File: src/rtl/game_pkg.sv
`default_nettype none
// ============================================================================
// Module   : game_pkg
// Purpose  : Shared types and constants for the two-board guessing game.
//            - state_t : phase codes driven on state_bin (decoded by the
//                        game logic, VGA overlay and mouse UI)
//            - RES_*   : encodings of the game-logic result bus
//            - DEF_*   : default timing / width parameters
// Revision : 1.0 - initial release
// ============================================================================
package game_pkg;

  // GUESS and CHECK codes are decoded directly by downstream logic; keep fixed.
  typedef enum logic [5:0] {
    IDLE      = 6'd0,
    SELECT    = 6'd1,
    GUESS     = 6'd2,
    WAIT_PEER = 6'd3,
    CHECK     = 6'd4,
    WIN       = 6'd8,
    LOSE      = 6'd16
  } state_t;

  localparam logic [1:0] RES_WIN  = 2'b10;
  localparam logic [1:0] RES_LOSE = 2'b01;
  localparam logic [1:0] RES_PEND = 2'b00;
  localparam logic [1:0] RES_INV  = 2'b11;

  localparam int DEF_DEBOUNCE_CYC      = 1000;
  localparam int DEF_CHECK_TIMEOUT_CYC = 65_000_000;  // 1 s at 65 MHz
  localparam int DEF_ROUND_W           = 4;

endpackage : game_pkg
`default_nettype wire

File: src/rtl/link_sync.sv
`default_nettype none
// ============================================================================
// Module   : link_sync
// Purpose  : Brings an asynchronous Pmod line into the clk domain and
//            debounces it. The output only changes after DEBOUNCE_CYC
//            consecutive synchronized samples disagree with it; a single
//            agreeing sample restarts the count.
// Ports    : clk  - system clock
//            rst  - asynchronous active-high reset
//            clr  - synchronous clear (game restart)
//            din  - raw asynchronous line
//            dout - synchronized, debounced level
// Revision : 1.0 - initial release
// ============================================================================
module link_sync
  import game_pkg::*;
#(
  parameter int DEBOUNCE_CYC = DEF_DEBOUNCE_CYC
) (
  input  logic clk,
  input  logic rst,
  input  logic clr,
  input  logic din,
  output logic dout
);

  localparam int CNT_W = $clog2(DEBOUNCE_CYC + 1);
  localparam logic [CNT_W-1:0] CNT_LAST = CNT_W'(DEBOUNCE_CYC - 1);

  logic             sync1;
  logic             sync2;
  logic [CNT_W-1:0] cnt;

  always_ff @(posedge clk or posedge rst) begin
    if (rst) begin
      sync1 <= 1'b0;
      sync2 <= 1'b0;
      cnt   <= '0;
      dout  <= 1'b0;
    end else if (clr) begin
      sync1 <= 1'b0;
      sync2 <= 1'b0;
      cnt   <= '0;
      dout  <= 1'b0;
    end else begin
      sync1 <= din;
      sync2 <= sync1;
      // cnt counts consecutive samples that differ from the accepted level.
      if (sync2 == dout) begin
        cnt <= '0;
      end else if (cnt == CNT_LAST) begin
        dout <= sync2;
        cnt  <= '0;
      end else begin
        cnt <= cnt + CNT_W'(1);
      end
    end
  end

endmodule : link_sync
`default_nettype wire

File: src/rtl/game_sequencer.sv
`default_nettype none
// ============================================================================
// Module   : game_sequencer
// Purpose  : Turn controller for the two-board guessing game. Generates the
//            state_bin phase code, runs the ready handshake with the peer
//            board and supervises result arrival with a timeout.
// Ports    : clk, rst       - clock, asynchronous active-high reset
//            rst_sys        - synchronous game restart
//            start_btn      - rising edge starts / restarts a round
//            mouse_left     - rising edge confirms own person
//            mouse_right    - rising edge commits the guess
//            person_valid   - a nonzero own person is selected
//            peer_rdy_in    - raw ready line from peer (asynchronous)
//            resoult        - result from game logic
//            peer_rdy_out   - ready line to peer
//            state_bin      - phase code
//            timeout        - sticky, CHECK timed out
//            link_err       - sticky, peer dropped mid-round
//            round_cnt      - completed rounds (wraps)
// Revision : 1.0 - initial release
// ============================================================================
module game_sequencer
  import game_pkg::*;
#(
  parameter int DEBOUNCE_CYC      = DEF_DEBOUNCE_CYC,
  parameter int CHECK_TIMEOUT_CYC = DEF_CHECK_TIMEOUT_CYC,
  parameter int ROUND_W           = DEF_ROUND_W
) (
  input  logic               clk,
  input  logic               rst,
  input  logic               rst_sys,
  input  logic               start_btn,
  input  logic               mouse_left,
  input  logic               mouse_right,
  input  logic               person_valid,
  input  logic               peer_rdy_in,
  input  logic [1:0]         resoult,
  output logic               peer_rdy_out,
  output logic [5:0]         state_bin,
  output logic               timeout,
  output logic               link_err,
  output logic [ROUND_W-1:0] round_cnt
);

  localparam int TMR_W = (CHECK_TIMEOUT_CYC > 1) ? $clog2(CHECK_TIMEOUT_CYC) : 1;
  localparam logic [TMR_W-1:0] TMR_LAST = TMR_W'(CHECK_TIMEOUT_CYC - 1);

  state_t           state;
  logic [TMR_W-1:0] timer;
  logic             peer_ok;
  logic             start_q;
  logic             left_q;
  logic             right_q;
  logic             start_edge;
  logic             left_edge;
  logic             right_edge;

  link_sync #(
    .DEBOUNCE_CYC (DEBOUNCE_CYC)
  ) u_peer_sync (
    .clk  (clk),
    .rst  (rst),
    .clr  (rst_sys),
    .din  (peer_rdy_in),
    .dout (peer_ok)
  );

  // Previous-sample registers keep tracking during rst_sys so a button held
  // across a restart does not produce a spurious edge afterwards.
  always_ff @(posedge clk or posedge rst) begin
    if (rst) begin
      start_q <= 1'b0;
      left_q  <= 1'b0;
      right_q <= 1'b0;
    end else begin
      start_q <= start_btn;
      left_q  <= mouse_left;
      right_q <= mouse_right;
    end
  end

  // Edge uses the live input against last cycle's sample, so the state moves
  // on the first clock after the rise.
  assign start_edge = start_btn   & ~start_q;
  assign left_edge  = mouse_left  & ~left_q;
  assign right_edge = mouse_right & ~right_q;

  assign state_bin = state;

  always_ff @(posedge clk or posedge rst) begin
    if (rst) begin
      state        <= IDLE;
      peer_rdy_out <= 1'b0;
      timeout      <= 1'b0;
      link_err     <= 1'b0;
      round_cnt    <= '0;
      timer        <= '0;
    end else if (rst_sys) begin
      state        <= IDLE;
      peer_rdy_out <= 1'b0;
      timeout      <= 1'b0;
      link_err     <= 1'b0;
      round_cnt    <= '0;
      timer        <= '0;
    end else begin
      case (state)
        IDLE: begin
          if (start_edge) begin
            state    <= SELECT;
            timeout  <= 1'b0;
            link_err <= 1'b0;
          end
        end

        SELECT: begin
          if (left_edge && person_valid) begin
            state        <= WAIT_PEER;
            peer_rdy_out <= 1'b1;
          end
        end

        WAIT_PEER: begin
          if (peer_ok) begin
            state <= GUESS;
          end else if (start_edge) begin
            state        <= SELECT;
            peer_rdy_out <= 1'b0;
          end
        end

        GUESS: begin
          if (!peer_ok) begin
            state        <= IDLE;
            link_err     <= 1'b1;
            peer_rdy_out <= 1'b0;
          end else if (right_edge) begin
            state <= CHECK;
            timer <= '0;
          end
        end

        CHECK: begin
          // Peer loss beats a result; a result beats the timeout.
          if (!peer_ok) begin
            state        <= IDLE;
            link_err     <= 1'b1;
            peer_rdy_out <= 1'b0;
          end else if (resoult == RES_WIN) begin
            state        <= WIN;
            round_cnt    <= round_cnt + ROUND_W'(1);
            peer_rdy_out <= 1'b0;
          end else if (resoult != RES_PEND) begin
            state        <= LOSE;
            round_cnt    <= round_cnt + ROUND_W'(1);
            peer_rdy_out <= 1'b0;
          end else if (timer == TMR_LAST) begin
            state        <= LOSE;
            timeout      <= 1'b1;
            round_cnt    <= round_cnt + ROUND_W'(1);
            peer_rdy_out <= 1'b0;
          end else begin
            timer <= timer + TMR_W'(1);
          end
        end

        WIN, LOSE: begin
          if (start_edge) begin
            state <= SELECT;
          end
        end

        default: begin
          state <= IDLE;
        end
      endcase
    end
  end

endmodule : game_sequencer
`default_nettype wire

File: config.mk
export PLATFORM = sky130hd
export DESIGN_NAME = game_sequencer
export DESIGN_NICKNAME = d
export VERILOG_FILES = /design/src/rtl/game_pkg.sv /design/src/rtl/link_sync.sv /design/src/rtl/game_sequencer.sv
export SDC_FILE = /design/constraint.sdc
export NUM_CORES = 1
export LEC_CHECK = 0
export CORE_MARGIN = 1.5
export CORE_UTILIZATION = 55
export DETAILED_ROUTE_END_ITERATION = 6
export GPL_TIMING_DRIVEN = 1
export PLACE_DENSITY = 0.76
export SLEW_MARGIN = 20
export SYNTH_ARGS = -nofsm -noshare
export SYNTH_HDL_FRONTEND = slang
export SYNTH_HIERARCHICAL = 1
export SYNTH_SLANG_ARGS = --single-unit
export TNS_END_PERCENT = 1
File: constraint.sdc
create_clock -name clk -period 2.5 [get_ports clk]
set_input_delay 0.5 -clock clk [delete_from_list [all_inputs] [get_ports clk]]
set_output_delay 0.5 -clock clk [all_outputs]
set_load 0.005 [all_outputs]
Word level (Yosys, flattened, before mapping)
Cells that the tools add are included.
- word-level logic and storage cells: 120
- output and inout port bits: 13
- bits of input ports: 10
- bits in registers: 55
- bitwise operators: 6
- $add $sub $neg: 3
- reductions and logical operators: 20
- equal/unequal tests: 26
- mux-type cells: 52
- operators with widths (operator ; number):
    $mux 26 ; 7
    $mux 6 ; 10
    $pmux 26 s2 ; 1
    $ne 3x3->1 const B ; 11
    $mux 10 ; 3
    $pmux 6 s5 ; 1
    $add 26x1->26 const B ; 1
    $eq 26x26->1 const B ; 1
    $mux 4 ; 6
    $mux 1 ; 21
    $eq 6x2->1 const B ; 2
    $reduce_and 6->1 ; 2
    $add 10x1->10 const B ; 1
    $eq 10x10->1 const B ; 1
    $reduce_and 3->1 ; 3
    $reduce_bool 3->1 ; 3
    $reduce_bool 2->1 ; 4
    $reduce_and 7->1 ; 1
    $eq 6x1->1 const B ; 1
    $eq 6x3->1 const B ; 1
    $eq 6x4->1 const B ; 1
    $eq 6x5->1 const B ; 1
    $logic_not 6->1 ; 1
    $ne 3x2->1 const B ; 2
    other kinds (16) ; 21

Depth between registers and ports, before layout
- depth in word-level cells: 7
- mapped depth: 7
- mapped depth without buffers: 6

Hierarchy
Netlist, hierarchy kept.
- modules (own cells, without submodules) (module ; seq. area each (µm²) ; area an instance (µm²) ; cells an instance ; instances):
    game_sequencer ; 1051.0 ; 2487.4 ; 278 ; 1
    link_sync ; 325.3 ; 663.1 ; 63 ; 1

Worst setup path before layout
OpenSTA, ideal clock, no wires.
- kind: register to register
- start: register timer[0]
- end: register state[0] (netlist: state_bin[0])
- cell stages (with the launch flop): 7
- buffers on the path: 0
- library setup time: 92 ps
- path slack: 352 ps
- required time: 2408 ps
- clock period less this slack: 2148 ps
- arrival time: 2057 ps
- cell sequence: dfrtp_1 -> ha_1 -> nand3_2 -> nor4_4 -> a21oi_2 -> or4_4 -> o31ai_2
- longest elaborated chain between the ends: 3
- RTL lines (what ; line ; RTL):
    start, declared ; game_sequencer.sv:49 ; logic [TMR_W-1:0] timer;
    start signal, assigned ; game_sequencer.sv:162 ; timer <= timer + TMR_W'(1);
    $eq 26x26->1 ; game_sequencer.sv:156 ; end else if (timer == TMR_LAST) begin
    $ne 6x6->1 (no source line) ; -- ;
    $reduce_and 3->1 (no source line) ; -- ;
    end signal, assigned ; game_sequencer.sv:153 ; state <= LOSE;
    end signal, assigned ; game_sequencer.sv:157 ; state <= LOSE;
    end signal, assigned ; game_sequencer.sv:168 ; state <= SELECT;
    end, declared ; game_sequencer.sv:48 ; state_t state;
No other way between the ends.
A chain may end at the register's enable or synchronous reset.

Worst setup path in the final report
- start: register timer[1]
- end: register state[0] (netlist: state_bin[0])
The elaborated chain is that of the path after synthesis.

==> flow_metrics.env <==
export IMPL_rows=27
export IMPL_synthXorXnorAreaFrac_pct=1.95
export IMPL_area_delta_synth_final_pct=15.7
export IMPL_layout_drive_gt1_share_pct=10.9
export IMPL_dp_cells=439
export IMPL_power_frac_seq_pct=58.6
export IMPL_p_switching_w=0.000347
export IMPL_hold_ws_ps=491
export IMPL_setup_tns_ps=0
export IMPL_n_antenna_cell=0
export IMPL_p_int_w=0.00119
export IMPL_status="finished clean"
export IMPL_insertion_delay_ps=310
export IMPL_synthTopCellsByCount="dfrtp_1, nand3_1, a21oi_1"
export IMPL_ys_seq_area_share_pct=43.7
export IMPL_antenna_found_initial=0
export IMPL_clockPowerShare_pct=35.1
export IMPL_yosys_area_share_simple_pct=27.5
export IMPL_synth_mux_area_share_pct=1.59
export IMPL_overflow=0
export IMPL_drc=0
export IMPL_finalCriticalPeriod_ps=2290
export IMPL_port_buffers=22
export IMPL_finalClockSkew_ps=12.2
export IMPL_setup_viol=0
export IMPL_combPwrFrac_pct=6.3
export IMPL_reg2reg_from="timer[1]"
export IMPL_cts_htree_levels=2
export IMPL_synth_top_cell_area_share_pct=43.7
export IMPL_hold_viol=0
export IMPL_yosys_cell_count_top_type="dfrtp_1"
export IMPL_holdBufCountCts=0
export IMPL_slew_headroom_pct=63.9
export IMPL_tritoncts="done"
export IMPL_rsz0062_at_grt="false"
export IMPL_synth_cell_types=59
export IMPL_synthAdderAreaFrac_pct=1.19
export IMPL_postCtsSetupRepairBufs=0
export IMPL_critical_path_class="reg -> reg"
export IMPL_cts_buffers=5
export IMPL_syn_mean_instance_area_um2=9.24
export IMPL_synth_top_area_cell="dfrtp_1"
export IMPL_track_usage_pct=26.4
export IMPL_synth_cells=341
export IMPL_start_util_pct=57.2
export IMPL_synth_nets=354
export IMPL_grt_pass1_vias=2671
export IMPL_hold_class="reg -> reg"
export IMPL_routedWlPerCell_um=16.8
export IMPL_cp_max_fo=6
export IMPL_critPathRequiredTime_ps=2720
export IMPL_fp_dieW_um=78.7
export IMPL_fin_crit_sh_pct=91.7
export IMPL_core_mm2=0.00551
export IMPL_synth_area_mm2=0.00315
export IMPL_startpoint_type="flip-flop"
export IMPL_worst_pin_slew_ps=542
export IMPL_synthTopCellsByArea="dfrtp_1, nand3_1, a21oi_1, a31oi_1, and3_1"
export IMPL_ys_warn_count=6
export IMPL_die_y_um=78.7
export IMPL_fmax_mhz=436
export IMPL_drt_iter0_drc=213
export IMPL_ys_ff_latch=55
export IMPL_nets=387
export IMPL_synth_top_family_by_area="simple AND/OR/NAND/NOR gates"
export IMPL_switching_share_pct=22.6
export IMPL_drv_slew=0
export IMPL_drv_cap=0
export IMPL_worstSetupStartpoint="timer[1]"
export IMPL_clock_root_buffer="clkbuf_8"
export IMPL_instances_no_fill=447
export IMPL_clock_sinks=55
export IMPL_peakVddDrop_mv=0.318
export IMPL_grt_max_degree=43
export IMPL_arrival_ps=2510
export IMPL_worstHoldStart="u_peer_sync/cnt[0]"
export IMPL_vias=2820
export IMPL_ios=23
export IMPL_p_leak_nw=1.51
export IMPL_grt_pass1_wl_mm=12.9
export IMPL_final_antenna_net_count=0
export IMPL_fp_dieArea_mm2=0.00619
export IMPL_synthFlopType="dfrtp_1"
export IMPL_gp_congestion=0.904
export IMPL_drt_pass1_iterations=5
export IMPL_routed_wl_mm=7.51
export IMPL_p_per_area_mw_per_mm2=421
export IMPL_cts_resized=0
export IMPL_dp_hpwl_mm=5.44
export IMPL_synth_edf_count=0
export IMPL_cp_end_kind="flip-flop"
export IMPL_async_reset_ff_share_pct=100
export IMPL_viasPerCell=6.31
export IMPL_clockBufferDepth=2
export IMPL_path_clk_slew_ps=90
export IMPL_synth_compound_area_share_pct=19.8
[state kept, by name, indices dropped and copies added (netlist names), 4 cells and up]
| register | cells |
|---|---|
| timer | 26 |
| u_peer_sync/cnt | 10 |
| state_bin | 6 |
| round_cnt | 4 |
[path summary, 6_finish.rpt]
path,slack (ps),end,cells after the start
setup / recovery,210,state_bin[0],6
hold / removal,490,u_peer_sync/cnt[0],1
setup reg to reg,210,state_bin[0],6
hold reg to reg,490,u_peer_sync/cnt[0],1
max in group asynchronous,1470,timer[1],3
min in group asynchronous,540,u_peer_sync/cnt[8],2
[power groups by stage]
stage               logic (W)  registers [W]  clock network (W)
floorplan           0.0000525       0.000917                  0
global placement    0.0000954       0.000917                  0
detailed placement  0.0000975       0.000917                  0
CTS                 0.0000979       0.000900           0.000549
global route         0.000108       0.000901           0.000586
finish              0.0000973       0.000900           0.000539
[final cells by class]
type | count | area (um2)
repair buffers | 41 | 363
well taps | 72 | 90.1
flip-flops and latches | 55 | 1380
clock buffers | 8 | 100
fillers | 441 | 1860
inverters | 19 | 71.3
multi-input cells | 252 | 1640
[metrics by stage]
| stage | utilization [%] | cell area (um2) | power, W | setup slack, ps |
|---|---|---|---|---|
| after floorplan | - | 3150 | 0.000969 | 352 |
| after global placement | 64.4 | 3540 | 0.00101 | 216 |
| after detailed placement | 64.4 | 3540 | 0.00101 | 151 |
| after CTS | 66.2 | 3640 | 0.00155 | 227 |
| after global routing | 66.2 | 3640 | 0.00160 | 131 |
| final | 66.2 | 3640 | 0.00154 | 209 |
[critical path, cell delays in order, from the launching register on]
cell     delay, ps
dfrtp_1        400
ha_1           230
nand3_2        120
nor4_4         460
a21oi_2        140
or4_4          600
o31ai_2        250
[metal layers]
metal	global-route usage, %	wire, um
met5	0	0
met1	35.6	3480
met3	4.53	316
met2	44.0	3630
met4	6.61	74
[kinds of logic (layout without fill, tap and decap cells)]
| logic type | count (synthesis) | count (layout) |
|---|---|---|
| adder cells (fa/ha/maj) | 3 | 3 |
| XOR/XNOR | 7 | 7 |
| other | 1 | 1 |
| AND/OR/NAND/NOR | 144 | 144 |
| AO/OA/AOI/OAI | 92 | 92 |
| multiplexers | 5 | 5 |
| buffers and inverters | 34 | 68 |
| flip-flops | 55 | 55 |
[layout by cell type (no fill, tap or decap), types with 3 or more instances in the layout]
| master | n |
|---|---|
| clkdlybuf4s50_1 | 22 |
| buf_4 | 19 |
| nand4_1 | 11 |
| a22o_1 | 3 |
| o21ai_0 | 12 |
| a21oi_1 | 23 |
| a31oi_1 | 15 |
| and4_1 | 5 |
| and2_1 | 5 |
| nand2_1 | 19 |
| clkbuf_8 | 7 |
| mux2i_1 | 5 |
| dfrtp_1 | 55 |
| ha_1 | 3 |
| o31ai_1 | 4 |
| or3_1 | 6 |
| nor2_1 | 16 |
| inv_1 | 19 |
| nor2b_1 | 6 |
| a41oi_1 | 3 |
| a211oi_1 | 3 |
| a22oi_1 | 7 |
| xnor2_1 | 5 |
| nor3_1 | 8 |
| nor4b_1 | 3 |
| and3_1 | 12 |
| nor3b_1 | 4 |
| a21boi_0 | 4 |
| a211o_1 | 3 |
| nand3_1 | 29 |
| or4_1 | 3 |
(Power assumes the default switching activity.)
